==> config.mk <==
export PLATFORM = sky130hd
export DESIGN_NAME = soc_system_master_secure_bytes_to_packets
export DESIGN_NICKNAME = d
export VERILOG_FILES = /design/src/rtl/soc_system_b2p_pkg.sv /design/src/rtl/soc_system_st_out_reg.sv /design/src/rtl/soc_system_master_secure_bytes_to_packets.sv
export SDC_FILE = /design/constraint.sdc
export NUM_CORES = 1
export LEC_CHECK = 0
export BUFFER_PORTS_ARGS = -buffer_cell sky130_fd_sc_hd__buf_2
export CAP_MARGIN = 20
export CORE_MARGIN = 2
export CORE_UTILIZATION = 25
export DETAILED_ROUTE_END_ITERATION = 7
export MAX_ROUTING_LAYER = met4
export PLACE_DENSITY = 0.52
export SETUP_SLACK_MARGIN = 0.15
export SLEW_MARGIN = 20
export SYNTH_ARGS = -nofsm -noshare
export SYNTH_HDL_FRONTEND = slang
export SYNTH_SLANG_ARGS = --single-unit
==> constraint.sdc <==
create_clock -name clk -period 2.23 [get_ports clk]
set_input_delay 0.223 -clock clk [delete_from_list [all_inputs] [get_ports clk]]
set_output_delay 0.223 -clock clk [all_outputs]
set_load 0.05 [all_outputs]
==> src/rtl/soc_system_b2p_pkg.sv <==
// Shared constants and types for the byte-to-packet converter.
package soc_system_b2p_pkg;

  // Default in-band control characters
  localparam logic [7:0] SOP_CHAR_DEFAULT  = 8'h7A;
  localparam logic [7:0] EOP_CHAR_DEFAULT  = 8'h7B;
  localparam logic [7:0] CHAN_CHAR_DEFAULT = 8'h7C;
  localparam logic [7:0] ESC_CHAR_DEFAULT  = 8'h7D;

  // An escaped byte is recovered by XORing it with this mask
  localparam logic [7:0] ESC_XOR = 8'h20;

  // Decoder state: what the next accepted byte means
  typedef enum logic [1:0] {
    StNormal  = 2'd0,
    StEsc     = 2'd1,
    StChan    = 2'd2,
    StChanEsc = 2'd3
  } b2p_state_e;

endpackage

==> src/rtl/soc_system_st_out_reg.sv <==
// Single-entry streaming output register. Accepts a new beat whenever the
// held one is being drained or none is held, giving full throughput.
module soc_system_st_out_reg #(
  parameter int unsigned WIDTH = 18
) (
  input  logic             clk,
  input  logic             reset_n,
  input  logic             load,
  input  logic [WIDTH-1:0] load_data,
  input  logic             out_ready,
  output logic             in_ready,
  output logic             out_valid,
  output logic [WIDTH-1:0] out_data
);

  logic             valid_q;
  logic [WIDTH-1:0] data_q;

  assign in_ready  = out_ready || !valid_q;
  assign out_valid = valid_q;
  assign out_data  = data_q;

  // Load on a new beat, otherwise drop the held beat once it is taken
  always_ff @(posedge clk or negedge reset_n) begin
    if (!reset_n) begin
      valid_q <= 1'b0;
      data_q  <= '0;
    end else if (load) begin
      valid_q <= 1'b1;
      data_q  <= load_data;
    end else if (out_ready) begin
      valid_q <= 1'b0;
    end
  end

endmodule

==> src/rtl/soc_system_master_secure_bytes_to_packets.sv <==
// Byte stream to Avalon-ST packet converter. Decodes SOP/EOP/channel markers
// and escapes, emitting one registered beat per payload byte.
// Optional protocol-error output enabled by SOC_SYSTEM_B2P_PROTO_ERR_EN.
module soc_system_master_secure_bytes_to_packets
  import soc_system_b2p_pkg::*;
#(
  parameter int unsigned CHANNEL_WIDTH = 8,
  parameter logic [7:0]  SOP_CHAR      = SOP_CHAR_DEFAULT,
  parameter logic [7:0]  EOP_CHAR      = EOP_CHAR_DEFAULT,
  parameter logic [7:0]  CHAN_CHAR     = CHAN_CHAR_DEFAULT,
  parameter logic [7:0]  ESC_CHAR      = ESC_CHAR_DEFAULT
) (
  input  logic                     clk,
  input  logic                     reset_n,
  output logic                     in_ready,
  input  logic                     in_valid,
  input  logic [7:0]               in_data,
  input  logic                     out_ready,
  output logic                     out_valid,
  output logic [7:0]               out_data,
  output logic [CHANNEL_WIDTH-1:0] out_channel,
  output logic                     out_startofpacket,
  output logic                     out_endofpacket
`ifdef SOC_SYSTEM_B2P_PROTO_ERR_EN
  ,
  output logic                     proto_err
`endif
);

  localparam int unsigned PayloadWidth = 8 + CHANNEL_WIDTH + 2;

  b2p_state_e               state_q, state_d;
  logic [CHANNEL_WIDTH-1:0] chan_q, chan_d;
  logic                     sop_pend_q, sop_pend_d;
  logic                     eop_pend_q, eop_pend_d;
  logic                     accept;
  logic                     emit;
  logic [7:0]               emit_byte;
  logic [7:0]               unesc;
  logic [PayloadWidth-1:0]  beat;
  logic [PayloadWidth-1:0]  held;

  assign accept = in_valid && in_ready;
  assign unesc  = in_data ^ ESC_XOR;

  // Decoder state, channel and pending-flag registers
  always_ff @(posedge clk or negedge reset_n) begin
    if (!reset_n) begin
      state_q    <= StNormal;
      chan_q     <= '0;
      sop_pend_q <= 1'b0;
      eop_pend_q <= 1'b0;
    end else begin
      state_q    <= state_d;
      chan_q     <= chan_d;
      sop_pend_q <= sop_pend_d;
      eop_pend_q <= eop_pend_d;
    end
  end

  // Byte decode: next state, channel update, pending flags and payload emit
  always_comb begin
    state_d    = state_q;
    chan_d     = chan_q;
    sop_pend_d = sop_pend_q;
    eop_pend_d = eop_pend_q;
    emit       = 1'b0;
    emit_byte  = in_data;
    if (accept) begin
      unique case (state_q)
        StNormal: begin
          if (in_data == SOP_CHAR) begin
            sop_pend_d = 1'b1;
          end else if (in_data == EOP_CHAR) begin
            eop_pend_d = 1'b1;
          end else if (in_data == CHAN_CHAR) begin
            state_d = StChan;
          end else if (in_data == ESC_CHAR) begin
            state_d = StEsc;
          end else begin
            emit = 1'b1;
          end
        end
        StEsc: begin
          emit      = 1'b1;
          emit_byte = unesc;
          state_d   = StNormal;
        end
        StChan: begin
          // Markers seen while awaiting the channel byte keep us waiting for it
          if (in_data == ESC_CHAR) begin
            state_d = StChanEsc;
          end else if (in_data == SOP_CHAR) begin
            sop_pend_d = 1'b1;
          end else if (in_data == EOP_CHAR) begin
            eop_pend_d = 1'b1;
          end else if (in_data == CHAN_CHAR) begin
            state_d = StChan;
          end else begin
            chan_d  = in_data[CHANNEL_WIDTH-1:0];
            state_d = StNormal;
          end
        end
        StChanEsc: begin
          chan_d  = unesc[CHANNEL_WIDTH-1:0];
          state_d = StNormal;
        end
        default: state_d = StNormal;
      endcase
    end
    if (emit) begin
      sop_pend_d = 1'b0;
      eop_pend_d = 1'b0;
    end
  end

  assign beat = {emit_byte, chan_q, sop_pend_q, eop_pend_q};

  soc_system_st_out_reg #(
    .WIDTH(PayloadWidth)
  ) u_out_reg (
    .clk       (clk),
    .reset_n   (reset_n),
    .load      (emit),
    .load_data (beat),
    .out_ready (out_ready),
    .in_ready  (in_ready),
    .out_valid (out_valid),
    .out_data  (held)
  );

  assign out_data          = held[PayloadWidth-1 -: 8];
  assign out_channel       = held[CHANNEL_WIDTH+1:2];
  assign out_startofpacket = held[1];
  assign out_endofpacket   = held[0];

`ifdef SOC_SYSTEM_B2P_PROTO_ERR_EN
  logic in_packet_q;
  logic proto_err_q;

  assign proto_err = proto_err_q;

  // Track packet framing and flag payload outside a packet or a nested SOP
  always_ff @(posedge clk or negedge reset_n) begin
    if (!reset_n) begin
      in_packet_q <= 1'b0;
      proto_err_q <= 1'b0;
    end else begin
      proto_err_q <= emit && (sop_pend_q == in_packet_q);
      if (emit) begin
        if (eop_pend_q) begin
          in_packet_q <= 1'b0;
        end else if (sop_pend_q) begin
          in_packet_q <= 1'b1;
        end
      end
    end
  end
`endif

endmodule

==> results.toml, run 1 <==
[grt]
grtUsageTotal = 0.108
overflow = 0
grt_pass1_wl_mm = 5.02
grt_max_degree = 32
antenna_found_initial = 0
first_global_vias = 1087

[floorplanning]
ios = 32
core_um2 = 5540
dieArea_um2 = 6400
die_y_um = 80.0
num_rows = 27
start_util = 0.261
die_x_um = 80.0

[setup_path]
worstPathArrival_ns = 1.71
r2r-start = "state_q[0]$_DFFE_PN0P_"
critPathKind = "reg -> reg"
worst-endpoint-required_ns = 2.39
ff2ff_path_depth = 4
crit_path_end_kind = "flop"
worstPathMaxFanout = 17
r2r-end = "u_out_reg.out_data[1]$_DFFE_PN0P_"
startpoint_type = "flop"
r2r_slack_ns = 0.68

[synth]
ys_ff_latch = 31
synth-simple-area-share = 0.144
synth_cells = 112
yosys_warnings = 0
syn_nets = 124
synth_top_cell_by_area = "dfrtp_1"
syn-cell-area_um2 = 1450
yosysTopAreaCellShare = 0.537
synthMuxAreaShare = 0.140
yosysSeqAreaShare = 0.537
yosysUniqueCellTypes = 33
syn_area_per_cell_um2 = 12.9
synth_top_family_by_area = "simple AND/OR/NAND/NOR gates"
yosys.area_share.xor_xnor = 0.0251
synth_area_leaders = "dfrtp_1, mux2_2, mux2_4"
synth_compound_area_frac = 0.115
synthAdderAreaFrac = 0

[clock_network]
root_buffer = "clkbuf_8"
ctsResizeCount = 0
insertion_delay_ns = 0.28
cts_sinks = 31
clkSlewWorstSetupHoldPaths_ns = 0.07
cts_setup_buffers = 0
h-tree-depth = 2
cts_tree = "yes"
clockBufferDepth = 2
cts.hold.buffers_added = 0
numCtsBuffers = 5

[timing]
worst_pin_slew_ns = 0.680
clock.fmax_mhz = 646
skew_ns = 0.00714
period_needed_ns = 1.55
setup_tns_ns = 0
rsz0062_at_grt = "false"
final_hold_viol_count = 31
final_max_slew_viol_count = 0
hold_slack_ns = -0.0161
post-route-period-util = 0.694
slew_headroom = 0.547
setup_viol = 0

[routing]
via_per_inst = 4.65
ant_nets = 0
drt_iter0_drc = 42
num_vias = 1013
drcViolationCount = 0
wirelength_mm = 3.04
drt-wirelength-per-cell_um = 13.9
drt-pass1-iter-count = 4

[power_and_ir_drop]
p_per_area_nw_per_um2 = 866
ir_drop_mv = 0.440
leakage_nw = 0.857

[finish]
drive_gt1_frac = 0.459
antenna_cells = 0
fill_cells = 585
final_cell_area_um2 = 1760
mostFrequentLayoutCells = "dfrtp_1, buf_2, nand2_1, mux2_2"
nets = 157
areaGrowthSynthToFinish_pct = 21.7
final-instance-count-excl-fill = 218

[run]
max_cap_violations = 0

[run_status]
violations = "negative hold slack"
status = "finished with violations"

[placed_design]
dpl-instance-area_um2 = 1640
finalWeightedCongestion = 0.761
hpwlAfterDp_mm = 2.22
placed_cells = 210
io_buffers = 31

[worst_hold_path]
min_path_type = "in -> async"
==> worst max-delay path, cell delays in order (launching register included) <==
cell and delay (ns):
dfrtp_1 0.40, and3b_2 0.30, nand3_4 0.11, nand2_4 0.25, mux2_2 0.37
==> cell usage after synthesis, drive strengths merged <==
| library cell | n |
|---|---|
| dfrtp | 31 |
| nand2 | 19 |
| mux2 | 16 |
| a21oi | 6 |
| a22o | 5 |
| buf | 5 |
| a31oi | 4 |
| o32ai | 4 |
| and3b | 3 |
| nand2b | 3 |
| inv | 2 |
| nand3 | 2 |
| o22a | 2 |
| and2 | 1 |
| and2b | 1 |
| and3 | 1 |
| nor4b | 1 |
| o21ai | 1 |
| o41ai | 1 |
| or2 | 1 |
| or4 | 1 |
| xnor2 | 1 |
| xor2 | 1 |
==> per-layer routing <==
layer	part of all wire	up-vias	GRT usage	wire length, um
met5	0	-	-	0
met4	0.017	0	0.0458	51
met1	0.45	511	0.125	1360
met3	0.039	6	0.0339	118
met2	0.50	26	0.172	1510
li1	-	470	-	-
==> flip-flops by register name (all words and copies together), names as in the netlist <==
register and cells:
u_out_reg.out_data 18, eop_pend_q 1, sop_pend_q 1, u_out_reg.out_valid 1, state_q 2, chan_q 8
==> report_power, final <==
group	switching, mW	internal, mW
Clock	0.200	0.361
Combinational	0.228	0.0924
Sequential	0.0312	0.611
==> cells by family after synthesis <==
group | count (synthesis)
xor gates and xnor gates | 2
buffers and inverters | 7
DFF | 31
muxes | 16
AOI/OAI and AO/OA | 23
and+or+nand+nor | 33
==> metrics by stage <==
stage                     worst slack (ns)  power [mW]   util
after floorplan                      0.360       0.894      -
final                                0.682        1.52  0.318
after global routing                 0.537        1.60  0.318
after global placement               0.720       0.968  0.296
after detailed placement             0.667       0.975  0.296
after CTS                            0.659        1.55  0.318
==> how the worst max path moves through the flow <==
stage / startpoint / endpoint / slack [ns]
6_report: state_q[0]$_DFFE_PN0P_ / u_out_reg.out_data[1]$_DFFE_PN0P_ / 0.68
5_1_grt: state_q[0]$_DFFE_PN0P_ / eop_pend_q$_DFFE_PN0P_ / 0.54
4_1_cts: state_q[0]$_DFFE_PN0P_ / u_out_reg.out_data[1]$_DFFE_PN0P_ / 0.66
3_5_place_dp: in_data[1] / u_out_reg.out_data[1]$_DFFE_PN0P_ / 0.67
3_3_place_gp: state_q[0]$_DFFE_PN0P_ / u_out_reg.out_data[4]$_DFFE_PN0P_ / 0.72
2_1_floorplan: u_out_reg.out_valid$_DFFE_PN0P_ / u_out_reg.out_data[10]$_DFFE_PN0P_ / 0.36
==> area by class of cell <==
cell class / count / area, um2 / share of cell area
Multi-Input combinational cell: 74 / 613 / 0.349
Inverter: 2 / 7.51 / 0.00427
Clock buffer: 6 / 82.6 / 0.0469
Clock inverter: 2 / 35.0 / 0.0199
Tap cell: 72 / 90.1 / 0.0512
Timing Repair Buffer: 31 / 155 / 0.0882
Sequential cell: 31 / 776 / 0.441
No activity file was read; power rests on OpenSTA's default activity.
==> inputs of run 2 (changes only) <==
Settings changed: PLACE_DENSITY 0.52 to 0.53.
Clock period 2.23 ns to 1.4 ns, I/O delays scaled along.
==> results.toml, run 2 (same netlist as run 1, synthesis figures left out) <==
[floorplanning]
ios = 32
die_x_um = 80.0
core_um2 = 5540
die_y_um = 80.0
start_util = 0.261
dieArea_um2 = 6400
num_rows = 27

[setup_path]
worst-endpoint-required_ns = 1.57
worstPathArrival_ns = 1.62
critPathKind = "reg -> reg"
ff2ff_path_depth = 5
worstPathMaxFanout = 4
startpoint_type = "flop"
crit_path_end_kind = "flop"

[timing]
fin_ws_ns = -0.0481
final_max_slew_viol_count = 0
setup_viol = 7
post-route-period-util = 1.03
final_hold_viol_count = 0
period_needed_ns = 1.45
slew_headroom = 0.748
hold_slack_ns = 0.134
clock.fmax_mhz = 691
skew_ns = 0.000941
worst_pin_slew_ns = 0.378
setup_tns_ns = -0.183
rsz0062_at_grt = "true"

[placed_design]
finalWeightedCongestion = 0.771
dp_slack_ns = -0.0810
hpwlAfterDp_mm = 2.41
dpl-instance-area_um2 = 1750
io_buffers = 31

[grt]
overflow = 0
grt_pass1_wl_mm = 5.67
grtUsageTotal = 0.120
grt_max_degree = 18
first_global_vias = 1171
antenna_found_initial = 0

[clock_network]
root_buffer = "clkbuf_8"
h-tree-depth = 2
insertion_delay_ns = 0.28
numCtsBuffers = 5
clkSlewWorstSetupHoldPaths_ns = 0.06
clockBufferDepth = 2
cts_tree = "yes"
cts_sinks = 31

[finish]
nets = 175
antenna_cells = 0
mostFrequentLayoutCells = "dfrtp_1, buf_2, mux2_4, nand2_1, buf_4"
drive_gt1_frac = 0.577
final_cell_area_um2 = 2050
largest_reg_flops = 18
areaGrowthSynthToFinish_pct = 41.7

[run]
max_cap_violations = 0

[run_status]
status = "finished with violations"
violations = "negative setup slack"

[routing]
drt_iter0_drc = 46
wirelength_mm = 3.47
drcViolationCount = 0
drt-wirelength-per-cell_um = 14.7
drt-pass1-iter-count = 4
via_per_inst = 4.66
num_vias = 1095
ant_nets = 0

[power_and_ir_drop]
leakage_nw = 0.995
p_per_area_nw_per_um2 = 1140
total_power_mw = 2.32
ir_drop_mv = 0.608

[worst_hold_path]
min_path_type = "in -> reg"
hold_depth = 2
## run 2: power by group
group / internal [mW] / switching (mW)
clock network: 0.385 / 0.315
registers: 0.974 / 0.0574
logic: 0.202 / 0.391
## run 2: cell type report
class                           instances  area (um2)
Timing Repair Buffer                   48         319
Tap cell                               72        90.1
Clock buffer                            6        82.6
Multi-Input combinational cell         75         767
Clock inverter                          1        5.00
Sequential cell                        31         777
Fill cell                             561        3490
Inverter                                2        7.51
## run 2: through the flow
step           std cells   util
3_5_place_dp         222  0.316
4_1_cts              233  0.353
5_1_grt              235  0.370
3_3_place_gp         222  0.316
2_1_floorplan        112      -
6_report             235  0.370
## run 2: path summary, 6_finish.rpt
path | startpoint | to | slack [ns]
max | state_q[0]$_DFFE_PN0P_ | chan_q[4]$_DFFE_PN0P_ | -0.05
min | in_data[3] | chan_q[3]$_DFFE_PN0P_ | 0.13
max reg2reg | state_q[0]$_DFFE_PN0P_ | chan_q[4]$_DFFE_PN0P_ | -0.05
min reg2reg | u_out_reg.out_data[17]$_DFFE_PN0P_ | u_out_reg.out_data[17]$_DFFE_PN0P_ | 0.50
max in group asynchronous | reset_n | u_out_reg.out_valid$_DFFE_PN0P_ | 0.67
min in group asynchronous | reset_n | u_out_reg.out_data[12]$_DFFE_PN0P_ | 0.31
## run 2: timing repair
| action | in CTS | in global routing |
|---|---|---|
| gates cloned | 0 | 1 |
| gates resized for setup | 18 | 14 |
| hold buffers | 1 | 0 |
| setup buffers | 3 | 1 |
| pin swaps | 7 | 2 |
| setup endpoints to repair | 27 | 31 |
| hold endpoints to repair | 14 | 0 |
## run 2: worst max-delay path, cell delays in order (launching register included)
cell     delay (ns)
dfrtp_1        0.38
and3b_2        0.29
nand3_4        0.13
buf_6          0.16
nand2_8        0.08
mux2_4         0.29
## run 2: routing by layer
metal  GRT usage  share of wire  vias to the layer above
met5           -              0                        -
met4      0.0508          0.020                        0
met3      0.0328          0.046                        8
met2       0.185           0.48                       29
met1       0.149           0.46                      549
li1            -              -                      509
